`src/rtl/regfile_pkg.sv`:
```
// rtl/regfile_pkg.sv - op-code definitions shared by the register bank and its entries
package regfile_pkg;

  localparam int OP_W = 3;

  localparam logic [OP_W-1:0] OP_HOLD = 3'b000;
  localparam logic [OP_W-1:0] OP_LOAD = 3'b001;
  localparam logic [OP_W-1:0] OP_INC  = 3'b010;
  localparam logic [OP_W-1:0] OP_DEC  = 3'b011;
  localparam logic [OP_W-1:0] OP_SHL  = 3'b100;
  localparam logic [OP_W-1:0] OP_SHR  = 3'b101;
  localparam logic [OP_W-1:0] OP_CLR  = 3'b110;
  localparam logic [OP_W-1:0] OP_RSVD = 3'b111;

endpackage

```
`src/rtl/op_reg.sv`:
```
// rtl/op_reg.sv - single register entry with in-place op mux and sync-reset flop
module op_reg
  import regfile_pkg::*;
#(
  parameter int WIDTH = 8
) (
  input  logic             clk,
  input  logic             rst_,
  input  logic             we,
  input  logic [OP_W-1:0]  op,
  input  logic [WIDTH-1:0] wdata,
  input  logic             sin,
  output logic [WIDTH-1:0] q,
  output logic             carry_nxt,
  output logic             zero_nxt
);

  localparam logic [WIDTH-1:0] ONE = WIDTH'(1);

  logic [WIDTH-1:0] r_q;
  logic [WIDTH-1:0] w_res;
  logic             w_carry;

  always_comb begin
    w_res   = r_q;
    w_carry = 1'b0;
    case (op)
      OP_LOAD: w_res = wdata;
      OP_INC: begin
        w_res   = r_q + ONE;
        w_carry = &r_q;
      end
      OP_DEC: begin
        w_res   = r_q - ONE;
        w_carry = ~|r_q;
      end
      OP_SHL: begin
        w_res   = {r_q[WIDTH-2:0], sin};
        w_carry = r_q[WIDTH-1];
      end
      OP_SHR: begin
        w_res   = {sin, r_q[WIDTH-1:1]};
        w_carry = r_q[0];
      end
      OP_CLR:  w_res = '0;
      default: w_res = r_q;
    endcase
  end

  always_ff @(posedge clk) begin
    if (!rst_) begin
      r_q <= '0;
    end else if (we) begin
      r_q <= w_res;
    end
  end

  assign q         = r_q;
  assign carry_nxt = w_carry;
  assign zero_nxt  = ~|w_res;

endmodule

```
`src/rtl/regfile_ops.sv`:
```
// rtl/regfile_ops.sv - DEPTH-entry register bank with in-place ops, two read ports and status flags
module regfile_ops
  import regfile_pkg::*;
#(
  parameter  int WIDTH  = 8,
  parameter  int DEPTH  = 4,
  localparam int ADDR_W = $clog2(DEPTH)
) (
  input  logic              clk,
  input  logic              rst_,
  input  logic              en,
  input  logic [OP_W-1:0]   op,
  input  logic [ADDR_W-1:0] waddr,
  input  logic [WIDTH-1:0]  wdata,
  input  logic              sin,
  input  logic [ADDR_W-1:0] raddr_a,
  input  logic [ADDR_W-1:0] raddr_b,
  output logic [WIDTH-1:0]  rdata_a,
  output logic [WIDTH-1:0]  rdata_b,
  output logic              carry,
  output logic              zero
);

  logic [WIDTH-1:0] w_q     [DEPTH];
  logic [DEPTH-1:0] w_carry;
  logic [DEPTH-1:0] w_zero;
  logic [DEPTH-1:0] w_sel;
  logic             w_op_act;
  logic             w_exec;
  logic             w_sel_carry;
  logic             w_sel_zero;
  logic             r_carry;
  logic             r_zero;

  // HOLD and the reserved code neither touch an entry nor the flags
  assign w_op_act = (op != OP_HOLD) && (op != OP_RSVD);

  for (genvar g = 0; g < DEPTH; g++) begin : g_entry
    assign w_sel[g] = en && w_op_act && (waddr == ADDR_W'(g));

    op_reg #(.WIDTH(WIDTH)) u_entry (
      .clk       (clk),
      .rst_      (rst_),
      .we        (w_sel[g]),
      .op        (op),
      .wdata     (wdata),
      .sin       (sin),
      .q         (w_q[g]),
      .carry_nxt (w_carry[g]),
      .zero_nxt  (w_zero[g])
    );
  end

  // Out-of-range addresses match no entry, so they read 0 and never execute
  always_comb begin
    rdata_a     = '0;
    rdata_b     = '0;
    w_sel_carry = 1'b0;
    w_sel_zero  = 1'b0;
    for (int i = 0; i < DEPTH; i++) begin
      if (raddr_a == ADDR_W'(i)) rdata_a = w_q[i];
      if (raddr_b == ADDR_W'(i)) rdata_b = w_q[i];
      if (waddr == ADDR_W'(i)) begin
        w_sel_carry = w_carry[i];
        w_sel_zero  = w_zero[i];
      end
    end
  end

  assign w_exec = |w_sel;

  always_ff @(posedge clk) begin
    if (!rst_) begin
      r_carry <= 1'b0;
      r_zero  <= 1'b0;
    end else if (w_exec) begin
      r_carry <= w_sel_carry;
      r_zero  <= w_sel_zero;
    end
  end

  assign carry = r_carry;
  assign zero  = r_zero;

endmodule

```
`config.mk`:
```
export PLATFORM = sky130hd
export DESIGN_NAME = regfile_ops
export DESIGN_NICKNAME = d
export VERILOG_FILES = /design/src/rtl/regfile_pkg.sv /design/src/rtl/op_reg.sv /design/src/rtl/regfile_ops.sv
export SDC_FILE = /design/constraint.sdc
export NUM_CORES = 1
export LEC_CHECK = 0
export CELL_PAD_IN_SITES_DETAIL_PLACEMENT = 0
export CELL_PAD_IN_SITES_GLOBAL_PLACEMENT = 2
export CORE_MARGIN = 10
export CORE_UTILIZATION = 31
export CTS_BUF_LIST = sky130_fd_sc_hd__clkbuf_16
export DETAILED_ROUTE_END_ITERATION = 6
export PLACE_DENSITY = 0.78
export RECOVER_POWER = 50
export SETUP_SLACK_MARGIN = 0.2
export SYNTH_ARGS = -nofsm -noshare
export SYNTH_HDL_FRONTEND = slang
export SYNTH_SLANG_ARGS = --single-unit
```
`constraint.sdc`:
```
create_clock -name clk -period 3.3 [get_ports clk]
set_clock_uncertainty 0.1 [all_clocks]
set_input_delay 0.66 -clock clk [delete_from_list [all_inputs] [get_ports clk]]
set_output_delay 0.66 -clock clk [all_outputs]
set_load 0.01 [all_outputs]
```
### Word-level counts from Yosys, hierarchy flattened

Index checks and enable logic that the tools add are counted.

* add/subtract/negate cells: 8
* mux-type cells: 24
* reduce and logical (&&, ||, !) cells: 31
* equality and inequality tests: 16

Operators with widths (count)
* $pmux 8 s6: 4
* $mux 8: 8
* $reduce_or 8->1: 8
* $add 8x1->8 const B: 4
* $reduce_and 8->1: 4
* $sub 8x1->8 const B: 4
* $pmux 1 s4: 4
* $eq 2x2->1 const B: 6
* $eq 3x3->1 const B: 3
* $logic_not 1->1: 8
* $mux 1: 8
* $eq 2x1->1 const B: 3
* $eq 3x2->1 const B: 2
* $logic_and 1x1->1: 6
* $logic_not 2->1: 3
* $reduce_or 4->1: 1
* $eq 3x1->1 const B: 1
* $ne 3x3->1 const B: 1
* $reduce_bool 3->1: 1

* output and inout port bits: 18
* bits of input ports: 21
* flip-flop bits (word level): 34
* logic and storage cells: 85

### Depth between registers and ports, before layout

Gate-level depths: netlist of run 1.

* depth in word-level cells: 8
* depth in mapped cells: 13

### By module

A second synthesis of run 1 with hierarchy kept.

* cells, all modules: 723
* area total of the unflattened synthesis: 5637.9 um^2

Modules (own cells, without submodules)
* op_reg (g_entry[2].u_entry ...): times used 2, seq. area each 160.2 um^2, cells an instance 165, area an instance 1268.7 um^2
* op_reg (g_entry[0].u_entry ...): times used 2, seq. area each 160.2 um^2, cells an instance 175, area an instance 1262.5 um^2
* regfile_ops: times used 1, seq. area each 40.0 um^2, cells an instance 43, area an instance 575.6 um^2

### Worst setup path before layout of run 1

Ideal clock, no wire load.

* path type: input -> register
* from: input op[0]
* to: register r_zero (netlist: zero)
* arrival time: 3.122 ns
* path buffers: 3
* stages: 13
* required time: 3.123 ns
* path slack: 0.001 ns
* path through: buf_2 > nand3b_1 > buf_2 > buf_2 > xnor2_1 > ha_1 > or3b_1 > a311o_1 > a211oi_2 > nand4_1 > nor3_1 > nand4_1 > a41oi_2

* word-level cells in the longest chain between the ends: 8
* elaborated cells between the ends (all ways): 31
* classes of those cells: eq/ne (7); mux (8); reduce/logical (16)

Ends and longest elaborated chain
* from (decl): line regfile_ops.sv:12 `input logic [OP_W-1:0] op,`
* $eq 3x3->1 (tied with other cells): line op_reg.sv:27 `case (op)`
* $pmux 8 s6: line op_reg.sv:27
* $reduce_or 8->1: line op_reg.sv:60 `assign zero_nxt = ~|w_res;`
* $logic_not 1->1: line op_reg.sv:60
* $mux 1 (4 in a row): line regfile_ops.sv:63 `if (waddr == ADDR_W'(i)) begin`
* to (signal assigned): line regfile_ops.sv:78 `r_zero <= w_sel_zero;`
* to (decl): line regfile_ops.sv:33 `logic r_zero;`

Parallel ways exist; a longest one is shown, timed or not.
A chain may end at the register's enable or synchronous reset.

### Worst setup path in the final report of run 1

* from: input raddr_b[1]
* to: output rdata_b[2]

* word-level cells in the longest chain between the ends: 5
* elaborated cells between the ends (all ways): 8
* classes of those cells: eq/ne (3); mux (4); reduce/logical (1)

Ends and longest elaborated chain
* from (decl): line regfile_ops.sv:17 `input logic [ADDR_W-1:0] raddr_b,`
* $logic_not 2->1: line regfile_ops.sv:62 `if (raddr_b == ADDR_W'(i)) rdata_b = w_q[i];`
* $mux 8 (3 in a row): line regfile_ops.sv:62
* $mux 8 *: line regfile_ops.sv:62
* to (decl): line regfile_ops.sv:19 `output logic [WIDTH-1:0] rdata_b,`

Every way passes the cells marked *; elsewhere a longest branch is shown, timed or not.

==> flow_metrics.tcl, run 1 <==
set metrics [dict create \
    netlist.area_leader.share_pct 15.3 \
    dpl.hpwl_um 14100 \
    detailed_place.area_sq_um 5290 \
    dr.first_iter.drc_count 688 \
    remaining_drc_errors 0 \
    htreeDepth 2 \
    critical_path.endpoint_type "primary output" \
    path_max_fanout 8 \
    globalRoute.totalOverflow 0 \
    floorplan.core_area_sq_um 13900 \
    synth_area_leaders "sky130_fd_sc_hd__dfxtp_1, sky130_fd_sc_hd__mux4_2, sky130_fd_sc_hd__nand2_1" \
    critical_path.most_common_cell "sky130_fd_sc_hd__clkdlybuf4s50_1" \
    root_buffer "sky130_fd_sc_hd__clkbuf_16" \
    fraction_of_layout_cells_with_a_size_suffix_above_1_pct 16.8 \
    maxClockFrequency_ghz 0.327 \
    hold-path-cell-count 2 \
    totalPowerFinal_uw 1460 \
    die_width_um 140 \
    max_stage_delay_ns 0.51 \
    power_frac_clock_pct 31.5 \
    hold_viol 0 \
    routed_via_density 6.31 \
    critPathSlowestCell "sky130_fd_sc_hd__clkdlybuf4s50_1" \
    synth-seq-cells 34 \
    period_needed_ns 3.06 \
    synthesis.nets 637 \
    seqPwrFrac_pct 31.1 \
    hold_path.startpoint "carry" \
    tritoncts "built" \
    avgRoutedWirePerCell_um 23.0 \
    internal_power_uw 936 \
    final_net_count 676 \
    io_pins 39 \
    setup_viol 0 \
    slew-limit-headroom_pct 58.5 \
    antenna_found_initial 0 \
    vias 5235 \
    power.switching_uw 528 \
    timing.critical_path.arrival_ns 2.30 \
    crit_type "input port to primary output" \
    timing.reg2reg.worst_path_depth 8 \
    postSynth.topFlopCell "sky130_fd_sc_hd__dfxtp_1" \
    layout.cells.most_common "sky130_fd_sc_hd__nand2_1" \
    gp_routability_congestion 0.953 \
    synth_largest_area_cell "sky130_fd_sc_hd__dfxtp_1" \
    outcome "completed" \
    power_frac_comb_pct 37.3 \
    cts-buffers-inserted 5 \
    timing_worst_slew_pin_value_ns 0.617 \
    grt_setup_unrepaired "yes" \
    synth.distinct_cells 79 \
    placement_rows 43 \
    asyncSetResetFlopFracSynth_pct 0 \
    start_kind "input port" \
    synth_edf_count 0 \
    cts_num_sinks 34 \
    reg2reg_from "g_entry[0].u_entry.q[3]" \
    pin_count_of_the_biggest_net_entering_global_routing 76 \
    syn_avg_cell_area_sq_um 7.25 \
    cts_buffer_depth 2 \
    critPathBufInv 3 \
    p_leak_uw 0.00215 \
    post-route-cell-area_sq_um 5420 \
    holdCritPathClass "register to register" \
    worst-r2r-setup-slack_ns 0.57 \
    grt_pass1_wl_um 29300 \
    portBuffers 38 \
    holdPathEnd "carry" \
    period_share_pct 92.7 \
    final_max_slew_viol_count 0 \
    ir_drop_mv 0.147 \
    grt_use_total_pct 18.6 \
    synthesis_warning_total 0 \
    initial_utilization_pct 31.9 \
    power_density_nw_per_um2 270 \
    crit_family "buffers and inverters" \
    synth.yosys.seq_area_share_pct 15.3 \
    flow.area_growth_from_synthesis_pct 22.2 \
    timing.max_cap.violations 0 \
    first_pass_iters 6 \
    most_frequent_cells_in_the_layout "sky130_fd_sc_hd__nand2_1, sky130_fd_sc_hd__buf_4, sky130_fd_sc_hd__o21ai_0, sky130_fd_sc_hd__nor2_1, sky130_fd_sc_hd__dfxtp_1" \
    n_antenna_cell 0 \
    cp_cell_sequence "clkdlybuf4s50_1 -> buf_12 -> mux4_2 -> clkdlybuf4s50_1" \
    floorplan.die_area_sq_um 19500 \
    netlist_instances 612 \
    finalWirelength_um 19100 \
    postcts_setup_bufs 0 \
    die_height_um 140 \
    worstPathRequired_ns 2.54 \
    first_global_vias 4820 \
    switching_share_pct 36.1 \
    timing.rr.end "zero" \
    ctsHoldBuffers 0 \
    path_clk_slew_ns 0.05 \
    synth.cell_area_sq_um 4440 \
    final_antenna_net_count 0 \
    clock_insertion_delay_worst_skew_ns 0.29 \
]
## state kept, by name, summed over array words and instances, names as in the netlist
register and count:
g_entry.u_entry.q 32, carry 1, zero 1
## stage by stage
stage / std cells / hold WS (ns) / util [%] / setup slack (ns) / setup TNS (ns)
finish: 830 / 0.480 / 38.9 / 0.241 / 0
global route: 830 / 0.498 / 38.9 / 0.0949 / 0
CTS: 830 / 0.477 / 38.8 / 0.210 / 0
detailed placement: 824 / 0.469 / 38.0 / 0.0102 / 0
global placement: 824 / 0.463 / 38.0 / -0.00516 / -0.00516
floorplan: 612 / 0.395 / - / 0.234 / 0
## worst max-delay path by stage
stage / from / to / depth (start not counted)
5_1_grt: op[2] / zero / 13
3_5_place_dp: op[2] / zero / 12
3_3_place_gp: sin / zero / 9
6_report: raddr_b[1] / rdata_b[2] / 4
4_1_cts: raddr_b[0] / rdata_b[4] / 4
2_1_floorplan: op[1] / zero / 13
## worst reg2reg max path: cells and delay by family (launching register included)
family,cells,cell delay [ns]
AOI/OAI and AO/OA,4,0.63
buffers and inverters,1,0.18
DFF,1,0.50
and+or+nand+nor,3,1.24
## final cells by class
| class | instances | area, sq um |
|---|---|---|
| fillers | 1475 | 8510 |
| flip-flops and latches | 34 | 681 |
| inverters | 11 | 41.3 |
| multi-input cells | 498 | 3430 |
| clock buffers | 5 | 125 |
| well taps | 180 | 225 |
| clock inverters | 1 | 3.75 |
| repair buffers | 101 | 918 |
## repair_timing
| item | CTS | global route |
|---|---|---|
| pin swaps | 0 | 1 |
| cloned | 0 | 0 |
| setup endpoints to repair | 10 | 6 |
| resized for setup | 10 | 9 |
## Yosys cell counts (13+ instances only)
cell type                  number
sky130_fd_sc_hd__nand4_1       13
sky130_fd_sc_hd__nand3_1       21
sky130_fd_sc_hd__nor2b_1       14
sky130_fd_sc_hd__mux4_2        17
sky130_fd_sc_hd__o22ai_1       19
sky130_fd_sc_hd__nor2_1        35
sky130_fd_sc_hd__buf_2         18
sky130_fd_sc_hd__clkbuf_1      42
sky130_fd_sc_hd__nor3_1        16
sky130_fd_sc_hd__and2_1        14
sky130_fd_sc_hd__nand2b_1      13
sky130_fd_sc_hd__a21boi_0      23
sky130_fd_sc_hd__nand2_1       64
sky130_fd_sc_hd__o21ai_0       47
sky130_fd_sc_hd__a21oi_1       24
sky130_fd_sc_hd__dfxtp_1       34
## per-layer routing
layer  global-route usage [%]  wire length, um  part of all wire (%)
met5                        0                0                     0
met4                     6.52              514                   2.7
met3                     4.15             1580                   8.3
met2                     29.2             8790                    46
met1                     24.3             8210                    43
## logic make-up after synthesis
group / share of synthesized area (%)
buffers and inverters: 7.72
xor gates and xnor gates: 0.986
muxes: 10.7
and+or+nand+nor: 32.4
DFF: 15.3
AOI/OAI and AO/OA: 31.7
adders and majority gates: 1.13
## power by group through the flow
stage               combinational [uW]  clock (uW)  sequential (uW)
floorplan                          338           0              442
global placement                   539           0              464
global route                       589         478              459
CTS                                540         469              456
finish                             547         461              456
detailed placement                 540           0              465
Note: power is estimated with default switching activity, not from simulation.
==> run 2, diff against run 1 <==
--- a/config.mk
+++ b/config.mk
@@ -7,7 +7,7 @@
 export LEC_CHECK = 0
 export CELL_PAD_IN_SITES_DETAIL_PLACEMENT = 0
 export CELL_PAD_IN_SITES_GLOBAL_PLACEMENT = 2
-export CORE_MARGIN = 10
+export CORE_MARGIN = 2
 export CORE_UTILIZATION = 31
 export CTS_BUF_LIST = sky130_fd_sc_hd__clkbuf_16
 export DETAILED_ROUTE_END_ITERATION = 6
==> flow_metrics.tcl, run 2 (synthesized netlist as in run 1, its figures left out) <==
set metrics [dict create \
    final_core_utilization_pct 38.2 \
    placedCellCount 812 \
    hold-path-cell-count 2 \
    crit_family "buffers and inverters" \
    htreeDepth 2 \
    routed_via_density 6.32 \
    critical_path.endpoint_type "primary output" \
    path_max_fanout 8 \
    n_antenna_cell 0 \
    timing.reg2reg.worst_path_depth 9 \
    flow.area_growth_from_synthesis_pct 19.8 \
    worst-r2r-setup-slack_ns 0.58 \
    final_antenna_net_count 0 \
    cts_buffer_depth 2 \
    finalWirelength_um 18500 \
    cp_cell_sequence "clkdlybuf4s50_1 -> buf_12 -> mux4_2 -> clkdlybuf4s50_1" \
    dr.first_iter.drc_count 702 \
    p_leak_uw 0.00205 \
    holdPathEnd "carry" \
    timing.critical_path.arrival_ns 2.30 \
    period_share_pct 92.7 \
    remaining_drc_errors 2 \
    clock_insertion_delay_worst_skew_ns 0.29 \
    finalNonFillerCells 820 \
    initial_utilization_pct 31.9 \
    final_max_slew_viol_count 0 \
    portBuffers 38 \
    hold_viol 0 \
    layout.cells.most_common "sky130_fd_sc_hd__nand2_1" \
    final_net_count 664 \
    critPathBufInv 3 \
    grt_setup_unrepaired "no" \
    vias 5184 \
    dpl.hpwl_um 13200 \
    outcome "complete, but fails checks" \
    tritoncts "built" \
    failed_checks "DRC" \
    io_pins 39 \
    largest_register_ff_count 32 \
    maxClockFrequency_ghz 0.327 \
    timing.rr.end "zero" \
    critPathSlowestCell "sky130_fd_sc_hd__clkdlybuf4s50_1" \
    most_frequent_cells_in_the_layout "sky130_fd_sc_hd__nand2_1, sky130_fd_sc_hd__o21ai_0, sky130_fd_sc_hd__buf_4, sky130_fd_sc_hd__nor2_1, sky130_fd_sc_hd__dfxtp_1" \
    cts-buffers-inserted 5 \
    ir_drop_mv 0.137 \
    finalSetupTns_ns 0 \
    cp-startpoint "raddr_b[1]" \
    first_pass_iters 7 \
    antenna_found_initial 0 \
    die_height_um 124 \
    pin_count_of_the_biggest_net_entering_global_routing 76 \
    worstPathRequired_ns 2.54 \
    period_needed_ns 3.06 \
    reg2reg_from "g_entry[3].u_entry.q[1]" \
    floorplan.core_area_sq_um 13900 \
    die_width_um 124 \
    hold_path.startpoint "carry" \
    fraction_of_layout_cells_with_a_size_suffix_above_1_pct 15.3 \
    placement_rows 43 \
    critical_path.most_common_cell "sky130_fd_sc_hd__clkdlybuf4s50_1" \
    gp_routability_congestion 0.909 \
    totalPowerFinal_uw 1450 \
    avgRoutedWirePerCell_um 22.6 \
    cts_num_sinks 34 \
    floorplan.die_area_sq_um 15300 \
    grt_pass1_wl_um 27900 \
    globalRoute.totalOverflow 0 \
    max_stage_delay_ns 0.50 \
    start_kind "input port" \
    holdCritPathClass "register to register" \
    fin_worst_hold_slack_ns 0.469 \
    timing_worst_slew_pin_value_ns 0.663 \
    power_density_nw_per_um2 273 \
    slew-limit-headroom_pct 55.7 \
    crit_type "input port to primary output" \
    root_buffer "sky130_fd_sc_hd__clkbuf_16" \
    path_clk_slew_ns 0.06 \
    grt_use_total_pct 24.2 \
    first_global_vias 4605 \
    setup_viol 0 \
    timing.max_cap.violations 0 \
]
==> run 2: worst reg2reg max path, cell delays in order, from the launching register on <==
cell                       delay (ns)
sky130_fd_sc_hd__dfxtp_1         0.66
sky130_fd_sc_hd__xnor2_1         0.18
sky130_fd_sc_hd__ha_1            0.30
sky130_fd_sc_hd__nor2b_1         0.26
sky130_fd_sc_hd__and3_1          0.21
sky130_fd_sc_hd__o31ai_1         0.08
sky130_fd_sc_hd__a21boi_0        0.28
sky130_fd_sc_hd__o21bai_1        0.16
sky130_fd_sc_hd__nand4_1         0.20
sky130_fd_sc_hd__a41oi_2         0.22
==> run 2: what timing repair did <==
action | in CTS | in global routing
hold buffers | 0 | 0
endpoints found under the hold margin | 0 | 0
endpoints found under the setup margin | 13 | 4
setup buffers | 0 | 0
resized for setup | 8 | 5
pin swaps | 0 | 0
==> run 2: where the power goes <==
part	leakage [uW]	internal [uW]	switching, uW	total, uW
Combinational	0.00170	228	291	520
Clock	0.0000724	274	197	470
Sequential	0.000276	423	37.6	461
Total	0.00205	925	526	1450
==> run 2: layout make-up <==
type | count | area [sq um]
inverters | 11 | 41.3
clock inverters | 3 | 12.5
well taps | 180 | 225
multi-input cells | 498 | 3430
fillers | 1425 | 8610
flip-flops and latches | 34 | 681
clock buffers | 5 | 125
repair buffers | 89 | 803
==> run 2: routing by layer <==
metal | wire length, um | GRT usage [%]
met1 | 7770 | 33.8
met5 | 0 | 0
met3 | 1770 | 2.93
met4 | 713 | 9.66
met2 | 8240 | 37.7
==> run 2: how the worst max path moves through the flow <==
stage / to / slack (ns) / cells after the start
4_1_cts: rdata_b[7] / 0.20 / 4
3_3_place_gp: zero / 0.05 / 8
3_5_place_dp: zero / 0.05 / 9
2_1_floorplan: zero / 0.23 / 13
6_report: rdata_b[2] / 0.24 / 4
5_1_grt: rdata_b[2] / 0.21 / 4
==> run 2: metrics by stage <==
step / setup WS (ns) / instance area, sq um
4_1_cts: 0.202 / 5310
3_3_place_gp: 0.0487 / 5180
6_report: 0.242 / 5320
3_5_place_dp: 0.0473 / 5180
2_1_floorplan: 0.234 / 4460
5_1_grt: 0.207 / 5320
==> run 3, diff against run 2 <==
--- a/config.mk
+++ b/config.mk
@@ -5,6 +5,7 @@
 export SDC_FILE = /design/constraint.sdc
 export NUM_CORES = 1
 export LEC_CHECK = 0
+export ABC_AREA = 0
 export CELL_PAD_IN_SITES_DETAIL_PLACEMENT = 0
 export CELL_PAD_IN_SITES_GLOBAL_PLACEMENT = 2
 export CORE_MARGIN = 2
==> results of run 3 <==
Same layout as run 2: the final DEF is identical, and so are final timing and power.
